`config.mk`:
```
export PLATFORM = sky130hd
export DESIGN_NAME = any1_ialign_queue
export DESIGN_NICKNAME = d
export VERILOG_FILES = /design/src/rtl/any1_pkg.sv /design/src/rtl/any1_insn_extract.sv /design/src/rtl/any1_ialign_queue.sv
export SDC_FILE = /design/constraint.sdc
export NUM_CORES = 2
export LEC_CHECK = 0
export CORE_MARGIN = 1.5
export CORE_UTILIZATION = 35
export DETAILED_ROUTE_END_ITERATION = 7
export GPL_ROUTABILITY_DRIVEN = 0
export MAX_ROUTING_LAYER = met4
export PLACE_DENSITY = 0.57
export RECOVER_POWER = 25
export SYNTH_ARGS = -nofsm -noshare
export SYNTH_HDL_FRONTEND = slang
export SYNTH_SLANG_ARGS = --single-unit
```
`constraint.sdc`:
```
create_clock -name clk_i -period 3.9 [get_ports clk_i]
set_input_delay 0.585 -clock clk_i [delete_from_list [all_inputs] [get_ports clk_i]]
set_output_delay 0.585 -clock clk_i [all_outputs]
set_load 0.01 [all_outputs]
```
`src/rtl/any1_pkg.sv`:
```
// Shared types and constants for the any1 instruction-align front end.
package any1_pkg;

  typedef logic [31:0] Address;
  typedef logic [31:0] Instruction;

  localparam Address      RSTIP        = 32'hFFFD_0000;
  localparam int unsigned IALIGN_WORDS = 16;

  typedef enum logic [1:0] {
    EMPTY,
    EMIT,
    DRAIN
  } sIAlignState;

  typedef struct packed {
    logic [5:0]   Stream;
    Address       ip;
    Address       pip;
    logic         predict_taken;
    logic [511:0] cacheline;
  } sInstAlignIn;

  typedef struct packed {
    logic [5:0]  Stream;
    Address      ip;
    Address      pip;
    logic        predict_taken;
    Instruction  ir;
  } sInstAlignOut;

  typedef struct packed {
    Address redirect_ip;
  } sRedirect;

  function automatic Address next_line_adr(input logic [25:0] base);
    return {base + 26'd1, 6'd0};
  endfunction

endpackage

```
`src/rtl/any1_insn_extract.sv`:
```
// Combinational selection of one 32-bit word from a 512-bit cache line.
module any1_insn_extract
  import any1_pkg::*;
(
  input  logic [511:0] cacheline,
  input  logic [3:0]   word,
  output Instruction   ir
);

  always_comb begin
    ir = cacheline[{word, 5'd0} +: 32];
  end

endmodule

```
`src/rtl/any1_ialign_queue.sv`:
```
// Instruction-align queue: buffers I-cache lines and issues one aligned word per handshake.
// Define ANY1_IALIGN_PREFETCH_EN for a second line buffer and zero-bubble line crossing.
module any1_ialign_queue
  import any1_pkg::*;
(
  input  logic         clk_i,
  input  logic         rst_ni,
  input  logic         line_v_i,
  output logic         line_rdy_o,
  input  sInstAlignIn  line_i,
  output logic         ins_v_o,
  input  logic         ins_rdy_i,
  output sInstAlignOut ins_o,
  input  logic         flush_i,
  input  sRedirect     rdx_i,
  output logic         fetch_req_o,
  output Address       fetch_adr_o,
  output logic [5:0]   stream_o
);

`ifdef ANY1_IALIGN_PREFETCH_EN
  localparam bit         PREFETCH = 1'b1;
  localparam logic [1:0] LINE_CAP = 2'd2;
`else
  localparam bit         PREFETCH = 1'b0;
  localparam logic [1:0] LINE_CAP = 2'd1;
`endif

  localparam logic [3:0] LAST_WORD = 4'(IALIGN_WORDS - 1);

  sIAlignState  state_q, state_d;
  logic         started_q;
  logic [511:0] a_line_q;
  logic         b_v_q;
  logic [511:0] b_line_q;
  logic [25:0]  b_base_q;
  logic [3:0]   b_idx_q;
  logic         b_pt_q;
  logic         start_pend_q;
  logic [3:0]   start_idx_q;

  logic         busy, hs, last_hs, take_in;
  logic [3:0]   in_idx;
  logic         load, activate, pop_b, to_slot_b;
  logic         nxt_v, nxt_b_v;
  logic [3:0]   nxt_idx;
  logic [511:0] sel_line;
  logic [25:0]  sel_base;
  logic [3:0]   sel_idx;
  logic         sel_pt;
  Instruction   sel_ir;
  Address       sel_ip;
  logic         unused_bits;

  assign unused_bits = ^{line_i.pip, line_i.ip[1:0], rdx_i.redirect_ip[1:0]};

  any1_insn_extract u_extract (
    .cacheline (sel_line),
    .word      (sel_idx),
    .ir        (sel_ir)
  );

  // The output register holds the presented word; a_line_q backs the rest of its line,
  // slot b holds a queued line which is promoted straight into the output on word 15.
  always_comb begin
    busy      = (state_q != EMPTY);
    hs        = busy && ins_rdy_i;
    last_hs   = hs && (ins_o.ip[5:2] == LAST_WORD);
    take_in   = line_v_i && line_rdy_o && (line_i.Stream == stream_o) && !flush_i;
    in_idx    = start_pend_q ? start_idx_q : line_i.ip[5:2];

    sel_line  = a_line_q;
    sel_base  = ins_o.ip[31:6];
    sel_idx   = ins_o.ip[5:2] + 4'd1;
    sel_pt    = 1'b0;
    load      = 1'b0;
    activate  = 1'b0;
    pop_b     = 1'b0;
    to_slot_b = 1'b0;
    nxt_v     = busy;

    if (hs && !last_hs) begin
      load = 1'b1;
    end else if (!busy || last_hs) begin
      if (b_v_q) begin
        sel_line  = b_line_q;
        sel_base  = b_base_q;
        sel_idx   = b_idx_q;
        sel_pt    = b_pt_q;
        load      = 1'b1;
        activate  = 1'b1;
        pop_b     = 1'b1;
        to_slot_b = take_in;
      end else if (take_in) begin
        sel_line  = line_i.cacheline;
        sel_base  = line_i.ip[31:6];
        sel_idx   = in_idx;
        sel_pt    = line_i.predict_taken;
        load      = 1'b1;
        activate  = 1'b1;
      end
      nxt_v = load;
    end else begin
      to_slot_b = take_in;
    end

    sel_ip  = {sel_base, sel_idx, 2'b00};
    nxt_b_v = (b_v_q && !pop_b) || to_slot_b;
    nxt_idx = load ? sel_idx : ins_o.ip[5:2];

    if (!nxt_v)
      state_d = EMPTY;
    else if ((nxt_idx == LAST_WORD) && !nxt_b_v)
      state_d = DRAIN;
    else
      state_d = EMIT;
  end

  always_ff @(posedge clk_i or negedge rst_ni) begin
    if (!rst_ni) begin
      state_q      <= EMPTY;
      started_q    <= 1'b0;
      a_line_q     <= '0;
      b_v_q        <= 1'b0;
      b_line_q     <= '0;
      b_base_q     <= '0;
      b_idx_q      <= '0;
      b_pt_q       <= 1'b0;
      start_pend_q <= 1'b0;
      start_idx_q  <= '0;
      ins_v_o      <= 1'b0;
      ins_o        <= '0;
      line_rdy_o   <= 1'b0;
      fetch_req_o  <= 1'b0;
      fetch_adr_o  <= RSTIP;
      stream_o     <= '0;
    end else begin
      fetch_req_o <= 1'b0;
      if (!started_q) begin
        started_q   <= 1'b1;
        fetch_req_o <= 1'b1;
        fetch_adr_o <= RSTIP;
        line_rdy_o  <= 1'b1;
      end else if (flush_i) begin
        state_q      <= EMPTY;
        ins_v_o      <= 1'b0;
        ins_o        <= '0;
        b_v_q        <= 1'b0;
        stream_o     <= stream_o + 6'd1;
        start_pend_q <= 1'b1;
        start_idx_q  <= rdx_i.redirect_ip[5:2];
        fetch_req_o  <= 1'b1;
        fetch_adr_o  <= {rdx_i.redirect_ip[31:6], 6'd0};
        line_rdy_o   <= 1'b1;
      end else begin
        state_q <= state_d;
        ins_v_o <= nxt_v;
        b_v_q   <= nxt_b_v;
        if (load) begin
          ins_o.Stream        <= stream_o;
          ins_o.ip            <= sel_ip;
          ins_o.pip           <= sel_ip + 32'd4;
          ins_o.predict_taken <= sel_pt;
          ins_o.ir            <= sel_ir;
        end
        if (activate)
          a_line_q <= sel_line;
        if (to_slot_b) begin
          b_line_q <= line_i.cacheline;
          b_base_q <= line_i.ip[31:6];
          b_idx_q  <= in_idx;
          b_pt_q   <= line_i.predict_taken;
        end
        if (take_in)
          start_pend_q <= 1'b0;
        line_rdy_o <= (({1'b0, nxt_v} + {1'b0, nxt_b_v}) < LINE_CAP);
        if (PREFETCH && activate) begin
          fetch_req_o <= 1'b1;
          fetch_adr_o <= next_line_adr(sel_base);
        end else if (!PREFETCH && last_hs) begin
          fetch_req_o <= 1'b1;
          fetch_adr_o <= next_line_adr(ins_o.ip[31:6]);
        end
      end
    end
  end

endmodule

```
==> impl_metrics.env <==
export IMPL_synth_cell_types=69
export IMPL_post_drt_wl_per_cell_um=26.8
export IMPL_crit_family="compound AO/OA/AOI/OAI gates"
export IMPL_die_area_mm2=0.188
export IMPL_design_area_mm2=0.0834
export IMPL_setup_viol=0
export IMPL_place_port_buffers=717
export IMPL_cpMaxStageDelayCell="dfrtp_1"
export IMPL_postSynthAreaPerCell_um2=9.89
export IMPL_drive_gt1_frac=0.186
export IMPL_die_w_um=434
export IMPL_worstPathRequired_ps=4580
export IMPL_syn2layout_area_growth_pct=28.2
export IMPL_fmax_ghz=0.265
export IMPL_irDropWorstVdd_mv=0.328
export IMPL_grt_pass1_wl_mm=389
export IMPL_nNetsFinal=7925
export IMPL_routed_via_density=5.82
export IMPL_clock_sinks=1198
export IMPL_cts_max_path_buffers=3
export IMPL_crit_path_end="ins_o[21]$_DFFE_PN0P_"
export IMPL_cts_buffers=147
export IMPL_finalClockSkew_ps=58.6
export IMPL_power_leakage_uw=0.0343
export IMPL_hold_depth=3
export IMPL_crit_type="flip-flop to flip-flop"
export IMPL_cp_num_buf_inv=3
export IMPL_core_region_area_mm2=0.185
export IMPL_max_cap_viol_count=2
export IMPL_path_cells="ha_4, and3_1, a21o_4, and4_4, mux2_4, inv_6, buf_12, buf_12, a211oi_1, a21oi_1, o21ai_1, o2bb2ai_1, o41ai_1"
export IMPL_drt_iter0_markers=4983
export IMPL_dr_pass1_iters=6
export IMPL_endpoint_kind="flip-flop"
export IMPL_slew_headroom=-0.357
export IMPL_crit_top_cell="buf_12"
export IMPL_crit_cells=13
export IMPL_fin_crit_sh=0.968
export IMPL_cp_start_kind="flip-flop"
export IMPL_grt_max_degree=147
export IMPL_rr_startpoint="ins_o[68]$_DFFE_PN0P_"
export IMPL_drt_total_wl_mm=268
export IMPL_ys_warn_count=0
export IMPL_synth_edff_count=0
export IMPL_cp_max_fo=22
export IMPL_outcome="finished, violations left"
export IMPL_dpl_cell_area_mm2=0.0783
export IMPL_startpoint="ins_o[68]$_DFFE_PN0P_"
export IMPL_synthCells=6577
export IMPL_slowest_delay_ps=480
export IMPL_grt_overflow_total=0
export IMPL_r2r_cells=13
export IMPL_yosysSeqAreaShare=0.461
export IMPL_worstPathArrival_ps=4460
export IMPL_clkLatencyLatePin_ps=850
export IMPL_rsz0062_at_grt="yes"
export IMPL_grt_pass1_vias=56498
export IMPL_cts_tree="done"
export IMPL_io_pins=764
export IMPL_vias=58272
export IMPL_finalSetupTns_ps=0
export IMPL_final_util=0.451
export IMPL_violations="max-capacitance violations, max-slew violations"
export IMPL_start_util=0.352
export IMPL_synth_top_flop_cell="dfrtp_1"
export IMPL_hold_viol=0
export IMPL_dp_hpwl_mm=188
export IMPL_grt_usage=0.285
export IMPL_cts_root_buf="clkbuf_16"
export IMPL_yosys_register_bits=1198
export IMPL_tightest_slew_ps=2030
export IMPL_synth_async_reset_ratio=1.00
export IMPL_drt_antenna_violating_nets=0
export IMPL_antenna_found_initial=156
export IMPL_route_detailed_drc=0
export IMPL_rrSetupSlack_ps=130
export IMPL_die_y_um=434
export IMPL_reg2reg_to="ins_o[21]$_DFFE_PN0P_"
export IMPL_netlist_area_mm2=0.0651
export IMPL_clkTransAtPathRegs_ps=60
export IMPL_cellPowerDensity_mw_per_mm2=395
export IMPL_slew_violations=103
export IMPL_min_period_ps=3770
export IMPL_htreeDepth=4
export IMPL_fillers=17432
export IMPL_hp_class="input port to flip-flop"
export IMPL_core_rowCount=158
## worst register-to-register path, delay by kind of cell, from the launching register on
| family | cells | cell delay [ps] |
|---|---|---|
| flops | 1 | 480 |
| fa+ha+maj | 1 | 210 |
| simple gates | 2 | 650 |
| mux | 1 | 360 |
| buf+inv | 3 | 500 |
| compound gates | 6 | 1440 |
## per-layer routing
| layer | vias to the layer above | share of wire | global-route usage |
|---|---|---|---|
| li1 | 26252 | - | - |
| met1 | 29177 | 0.40 | 0.342 |
| met2 | 2231 | 0.47 | 0.434 |
| met3 | 612 | 0.064 | 0.0509 |
| met4 | 0 | 0.071 | 0.200 |
| met5 | - | 0 | - |
## worst min path at each step
stage | startpoint | end | slack [ps]
after floorplan | rst_ni | a_line_q[0]$_DFFE_PN0P_ | 290
after global placement | a_line_q[123]$_DFFE_PN0P_ | a_line_q[123]$_DFFE_PN0P_ | 460
after detailed placement | start_idx_q[2]$_DFFE_PN0P_ | start_idx_q[2]$_DFFE_PN0P_ | 460
after CTS | rdx_i[3] | start_idx_q[1]$_DFFE_PN0P_ | 270
after global routing | rdx_i[3] | start_idx_q[1]$_DFFE_PN0P_ | 300
final | rdx_i[3] | start_idx_q[1]$_DFFE_PN0P_ | 300
## registers in the layout (all words and copies together) (netlist names), 2 cells and up
signal,flops
b_idx_q,4
ins_o,99
state_q,2
b_base_q,26
b_line_q,512
fetch_adr_o,26
a_line_q,512
start_idx_q,4
stream_o,6
## metrics by stage
step / cells / hold slack (ps) / power (uW) / setup WS, ps
floorplan: 6586 / 289 / 16400 / 20.3
global placement: 9631 / 456 / 18900 / -540
detailed placement: 9631 / 460 / 19000 / -514
CTS: 9895 / 271 / 33100 / 4.86
global route: 10013 / 303 / 34200 / -2.82
finish: 10016 / 303 / 33000 / 126
## kinds of logic (layout without fill, tap and decap cells)
logic type / count (synthesis) / in the layout / share of synthesized area
compound gates: 2205 / 2205 / 0.208
xor+xnor: 67 / 67 / 0.00902
fa+ha+maj: 5 / 5 / 0.000923
buf+inv: 656 / 1485 / 0.0409
flops: 1198 / 1198 / 0.461
mux: 1216 / 1216 / 0.199
other cells: 2 / 132 / 0.000115
simple gates: 1228 / 1228 / 0.0812
## cells in the mapped netlist (all sizes together), types with 4 or more instances
cell type,count,area share
a221oi,13,0.0018
nand3,52,0.0040
or4,6,0.00069
o211ai,94,0.011
a211oi,302,0.035
a21oi,263,0.020
o21ai,663,0.051
o31ai,33,0.0038
a21o,4,0.00046
ha,4,0.00077
nand4,23,0.0022
dfstp,15,0.0061
o2bb2ai,14,0.0019
nand2,762,0.044
o22ai,697,0.067
a22o,20,0.0027
nand3b,10,0.0013
dfrtp,1183,0.46
xor2,29,0.0039
inv,14,0.00081
o311ai,7,0.00094
a2111oi,5,0.00067
nor2b,9,0.00087
a32o,9,0.0014
nor2,136,0.0078
nand2b,6,0.00058
nor3,104,0.0080
clkbuf,460,0.027
xnor2,38,0.0051
a22oi,21,0.0024
mux2i,616,0.095
a31oi,18,0.0018
nor4,23,0.0022
and3,9,0.00087
or3,68,0.0065
buf,182,0.014
and2,11,0.0011
o41ai,23,0.0032
mux2,598,0.10
## cells in the final DEF, fill, tap and decap left out, types with 9 or more instances in the layout
cell,Yosys,layout
dfrtp_1,1183,1181
a211oi_1,302,301
o31ai_1,33,28
mux2_2,598,597
conb_1,2,11
buf_12,0,121
nor2_1,136,132
a32o_1,9,9
dfstp_2,15,15
o41ai_1,22,22
xor2_1,29,29
nor3_1,104,100
o2bb2ai_1,14,13
nor4_1,23,16
xnor2_1,38,38
clkbuf_16,0,147
nand3_1,52,51
clkbuf_1,460,45
a221oi_1,13,13
inv_1,12,11
or3_1,68,68
o22ai_1,697,697
a21oi_1,263,259
and3_1,9,9
buf_4,11,347
and2_1,11,11
o211ai_1,94,94
o21ai_0,661,654
clkdlybuf4s50_1,0,715
clkbuf_8,0,27
a31oi_1,17,17
nand2_1,762,758
a22oi_1,21,21
nor2b_1,9,9
a22o_1,20,20
mux2i_1,614,612
nand4_1,23,23
diode_2,0,121
clkinv_2,0,28
nand3b_1,9,9
## cell type report
| type | count | area [um^2] | area share |
|---|---|---|---|
| diodes | 121 | 303 | 0.00363 |
| clock buffers | 207 | 4170 | 0.0500 |
| clock inverters | 56 | 756 | 0.00906 |
| inverters | 14 | 72.6 | 0.000870 |
| multi-input cells | 4732 | 32700 | 0.392 |
| flip-flops and latches | 1198 | 30000 | 0.360 |
| well taps | 2480 | 3100 | 0.0372 |
| repair buffers | 1208 | 12300 | 0.148 |
## where the power goes
part	switching, uW	total (uW)	internal [uW]
Combinational	2540	4780	2240
Clock	6020	14100	8100
Sequential	685	14100	13400
## timing repair
item,4_1_cts,5_1_grt
hold buffers,1,0
pin swaps,0,1
endpoints found under the hold margin,83,0
setup buffers,0,1
gates resized for setup,4,12
endpoints found under the setup margin,3,14
No activity file was read; power rests on OpenSTA's default activity.
